<file path="src/rtl/phase_scheduler.sv">
// phase_scheduler: four-lane green-slot scheduler with density-scaled slots, starvation priority, emergency preemption and all-red clearance
module phase_scheduler #(
  parameter int SLOT_BASE    = 100,
  parameter int SLOT_STEP    = 50,
  parameter int ALL_RED_TIME = 20,
  parameter int MAX_WAIT     = 3
) (
  input  logic       clk,
  input  logic       reset,
  input  logic [7:0] dens,
  input  logic [3:0] ped,
  input  logic [3:0] emergency,
  input  logic [3:0] lane_red,
  output logic [3:0] grant,
  output logic [1:0] cur_lane,
  output logic [2:0] state,
  output logic       emg_active
);
  typedef enum logic [2:0] {IDLE, GRANT, WAIT_RED, ALL_RED, EMG} state_t;
  state_t      st;
  logic [1:0]  ptr;
  logic [2:0]  wcnt [4];
  logic [15:0] slot, el, clr;
  logic [3:0]  dem;
  logic [1:0]  sel, emg_lane;
  logic [31:0] t_sum;
  logic [15:0] t_sel;
  logic        gap;
  assign state = st;
  // demand per lane, round-robin pick with starved lanes first, lowest emergency lane, slot length
  always_comb begin
    sel = ptr;
    emg_lane = 2'd0;
    for (int i = 0; i < 4; i++) dem[i] = (dens[2*i +: 2] != 2'd0) || ped[i];
    for (int i = 3; i >= 0; i--) if (dem[ptr + 2'(i)]) sel = ptr + 2'(i);
    for (int i = 3; i >= 0; i--) if (dem[ptr + 2'(i)] && wcnt[ptr + 2'(i)] == 3'(MAX_WAIT)) sel = ptr + 2'(i);
    for (int i = 3; i >= 0; i--) if (emergency[i]) emg_lane = 2'(i);
    t_sum = 32'(SLOT_BASE) + 32'(SLOT_STEP) * {30'd0, dens[{sel, 1'b0} +: 2]};
    t_sel = t_sum > 32'd65535 ? 16'hFFFF : t_sum[15:0];
    gap = (32'(el) + 32'd1 >= 32'(SLOT_BASE)) && !dem[cur_lane];
  end
  // scheduler FSM with registered grant, lane, pointer and starvation counters
  always_ff @(posedge clk) begin
    if (reset) begin
      st <= IDLE;
      grant <= 4'd0;
      cur_lane <= 2'd0;
      emg_active <= 1'b0;
      ptr <= 2'd0;
      for (int i = 0; i < 4; i++) wcnt[i] <= 3'd0;
      slot <= 16'd0;
      el <= 16'd0;
      clr <= 16'd0;
    end else begin
      case (st)
        IDLE: begin
          if (|emergency) begin
            st <= EMG;
            cur_lane <= emg_lane;
            grant <= 4'd1 << emg_lane;
            emg_active <= 1'b1;
          end else if (|dem) begin
            st <= GRANT;
            cur_lane <= sel;
            grant <= 4'd1 << sel;
            slot <= t_sel;
            el <= 16'd0;
            for (int i = 0; i < 4; i++)
              wcnt[i] <= (2'(i) == sel) ? 3'd0 :
                         (dem[i] && wcnt[i] != 3'(MAX_WAIT)) ? wcnt[i] + 3'd1 : wcnt[i];
          end
        end
        GRANT: begin
          el <= el + 16'd1;
          slot <= slot - 16'd1;
          if (emergency[cur_lane]) begin
            st <= EMG;
            emg_active <= 1'b1;
            ptr <= cur_lane + 2'd1;
          end else if (|emergency || slot == 16'd1 || gap) begin
            st <= WAIT_RED;
            grant <= 4'd0;
            ptr <= cur_lane + 2'd1;
          end
        end
        WAIT_RED: begin
          if (lane_red[cur_lane]) begin
            st <= ALL_RED;
            clr <= 16'(ALL_RED_TIME);
          end
        end
        ALL_RED: begin
          clr <= clr - 16'd1;
          if (clr == 16'd1) st <= IDLE;
        end
        EMG: begin
          if (!emergency[cur_lane]) begin
            st <= WAIT_RED;
            grant <= 4'd0;
            emg_active <= 1'b0;
          end
        end
        default: st <= IDLE;
      endcase
    end
  end
endmodule
</file>
<file path="config.mk">
export PLATFORM = sky130hd
export DESIGN_NAME = phase_scheduler
export DESIGN_NICKNAME = d
export VERILOG_FILES = /design/src/rtl/phase_scheduler.sv
export SDC_FILE = /design/constraint.sdc
export NUM_CORES = 1
export LEC_CHECK = 0
export ABC_AREA = 1
export BUFFER_PORTS_ARGS = -buffer_cell sky130_fd_sc_hd__buf_4
export CAP_MARGIN = 20
export CORE_AREA = 2 2 113 115
export CTS_CLUSTER_DIAMETER = 40
export DETAILED_ROUTE_END_ITERATION = 7
export DIE_AREA = 0 0 115 117
export GPL_ROUTABILITY_DRIVEN = 0
export SLEW_MARGIN = 10
export SYNTH_ARGS = -nofsm -noshare
export SYNTH_HDL_FRONTEND = slang
export SYNTH_SLANG_ARGS = --single-unit
</file>
<file path="constraint.sdc">
create_clock -name clk -period 2.8 [get_ports clk]
set_clock_uncertainty 0.05 [all_clocks]
set_input_delay 0.84 -clock clk [delete_from_list [all_inputs] [get_ports clk]]
set_output_delay 0.84 -clock clk [all_outputs]
set_load 0.1 [all_outputs]
</file>
==> results.yml <==
layout:
  final_nets: 803
  multi_input_area_mm2: 0.00281
  seq_area_mm2: 0.00160
  fill_cells: 1235
  fin_util: 0.488
  antennaDiodeCount: 0
  area_growth_pct: 26.0
  final_layout_size_suffix_gt1_frac: 0.249
floorplanning:
  initial_core_util: 0.387
  fp-row-count: 41
  fp.dieW_um: 115
  die_area_mm2: 0.0135
  io-pin-count: 32
  core_area_mm2: 0.0123
  die_y_um: 117
critical_path:
  r2r_slack_ns: 0.17
  r2r_cells: 20
  critical_path.most_common_cell: "nand2_1"
  crit_cells: 23
  reg2reg_to: "slot[5]$_SDFFE_PP0P_"
  crit_type: "in2reg"
  r2r_start: "ptr[0]$_SDFFE_PP0P_"
  cp.required_ns: 3.02
  crit_end: "slot[5]$_SDFFE_PP0P_"
  crit_buf_inv: 2
  cp-end-kind: "flop"
  crit_family: "simple AND/OR/NAND/NOR gates"
  crit_chain: "buf_4 > nor2_4 > nand3_2 > nand3_2 > nand2_2 > nand2_1 > nand2_1 > nand2_1 > nand2_1 > nand2_1 > nand2_2 > nand2_2 > nand2_4 > nand2_4 > nand2_1 > nand2_1 > nand2_2 > nand2_1 > inv_1 > ha_1 > nand2_1 > nand3_2 > a21oi_2"
  crit_path_start: "dens[2]"
  cp_max_fo: 7
  critPathSlowestCell: "ha_1"
  arrival_ns: 2.90
  cpPeakStageDelay_ns: 0.28
  setup.worst_path.start_class: "input port"
clocking:
  root_buffer: "clkbuf_16"
  cts_tree: "built"
  clkSinkCount: 74
  worst_skew_pair.late_latency_ns: 0.33
  clkSlewWorstSetupHoldPaths_ns: 0.06
  cts_buffer_depth: 2
  cts_buffers: 9
  cts_hold_buf: 0
  cts_max_level: 3
pwr:
  p_per_area_mw_per_mm2: 1050
  ir_drop_mv: 0.430
  p_leak_uw: 0.00265
  p_total_uw: 6290
logic_synthesis:
  synth.area.top_cells: "dfxtp_1 (26%), nand2_1 (9.9%), edfxtp_1 (7.6%)"
  yosysSeqAreaShare: 0.336
  synthCells: 683
  synthFlopType: "dfxtp_1"
  async_flop_share: 0
  synth_fp_nets: 720
  synth-seq-cells: 74
  synth_top_area_frac: 0.260
  yosys.area.top_type: "dfxtp_1"
  syn_area_per_cell_um2: 6.98
  ys_warn_count: 0
  synth.cell_area_mm2: 0.00477
  synth_edf_count: 12
  yosysMostFrequentCell: "nand2_1"
  yosys.cell_types.count: 58
  synth_common_cells: "nand2_1 (126), inv_1 (95), nor2_1 (74), dfxtp_1 (62), nand3_1 (55)"
detailed_routing:
  wl_per_cell_um: 13.1
  drt_iter0_markers: 194
  num_vias: 4667
  avgViaCountPerCell: 5.07
  drt_wl_total_um: 12100
  drt_pass1_iterations: 4
  ant_nets: 0
  remaining_drc_errors: 0
placement:
  port_buffers: 31
  dpl_worst_slack_ns: -0.271
  place_hpwl_um: 8940
timing:
  rsz0062_at_grt: "true"
  setup_ws_ns: 0.114
  hold_viol: 0
  relSlewSlack: 0.566
  holdWs_ns: 0.413
  max_freq_ghz: 0.372
  tightestPinTransition_ns: 0.650
  maxSlewViolCount: 0
  layout_min_cycle_time_ns: 2.69
  period_share: 0.959
  setup_tns_ns: 0
  setup_viol: 0
grt:
  grt_usage: 0.182
  grt_pass1_vias: 4373
  antenna_found_initial: 0
  grt_max_degree: 37
  overflow: 0
  grt_first_pass_wirelength_um: 19600
job:
  maxCapViolations: 0
run_status:
  outcome: "completed"
hold_path:
  hold_path.class: "reg2reg"
  worst_hold_path.num_cells: 2
## sequential cells by signal, indices dropped and copies added (netlist names), named ones only
signal,count
clr,16
el,16
slot,16
wcnt,12
grant,4
state,3
cur_lane,2
ptr,2
emg_active,1
## power by group
part	switching, uW	internal, uW	leakage (uW)
clock	455	778	0.000151
combinational	2280	1290	0.00187
sequential	193	1290	0.000627
## worst min-delay path by stage
stage | startpoint | endpoint | slack [ns]
2_1_floorplan | clr[15]$_SDFFE_PP0P_ | clr[15]$_SDFFE_PP0P_ | 0.39
3_3_place_gp | clr[15]$_SDFFE_PP0P_ | clr[15]$_SDFFE_PP0P_ | 0.40
3_5_place_dp | slot[11]$_SDFFE_PP0P_ | slot[11]$_SDFFE_PP0P_ | 0.40
4_1_cts | slot[11]$_SDFFE_PP0P_ | slot[11]$_SDFFE_PP0P_ | 0.41
5_1_grt | clr[8]$_SDFFE_PP0P_ | clr[8]$_SDFFE_PP0P_ | 0.44
6_report | grant[3]$_SDFFE_PP0P_ | grant[3]$_SDFFE_PP0P_ | 0.41
## cells by family (layout without fill, tap and decap cells)
kind of cell	count (synthesis)	in the layout	synth area share
mux	2	2	0.00446
xor+xnor	15	15	0.0275
compound gates	129	129	0.160
flops	74	74	0.336
buf+inv	121	209	0.106
simple gates	327	327	0.327
fa+ha+maj	15	15	0.0393
## cells in the final DEF, fill, tap and decap left out, drive strengths merged, types with 2 or more instances in the layout
cell / n
nand2: 141
inv: 104
buf: 89
nor2: 82
dfxtp: 62
nand3: 59
a21oi: 52
o21ai: 41
ha: 15
nor3: 15
xor2: 14
nand4: 14
edfxtp: 12
clkbuf: 9
a31oi: 6
or2: 6
a211oi: 4
a22oi: 4
nor4: 4
o21a: 3
nand3b: 3
o211ai: 3
o22ai: 3
a221oi: 3
clkinv: 3
o32ai: 2
clkinvlp: 2
bufinv: 2
a21boi: 2
a22o: 2
## metal layers
metal | track usage | part of all wire
met5 | 0 | 0
met4 | 0.0755 | 0.023
met3 | 0.0319 | 0.028
met2 | 0.328 | 0.50
met1 | 0.214 | 0.45
## area by class of cell
| class | instances | area share |
|---|---|---|
| multi-input combinational | 488 | 0.468 |
| clock inverter | 7 | 0.0156 |
| timing repair buffer | 89 | 0.115 |
| inverter | 104 | 0.0671 |
| clock buffer | 9 | 0.0375 |
| tap | 150 | 0.0312 |
| sequential | 74 | 0.267 |
## tightest hold or removal path: cells and delay by family, from the launching register on
family           cells  cell delay (ns)
AO/OA/AOI/OAI        1             0.05
flip-flops           1             0.31
AND/OR/NAND/NOR      1             0.06
## metrics by stage
step	std cells	instance area (um2)
floorplan	683	4770
global placement	902	5510
detailed placement	902	5510
CTS	918	5830
global route	921	6010
finish	921	6010
## repair_timing
| action | in CTS | in global routing |
|---|---|---|
| endpoints found under the setup margin | 0 | 22 |
| gates resized for setup | 0 | 41 |
| buffers inserted | 0 | 3 |
Note: power is estimated with default switching activity, not from simulation.
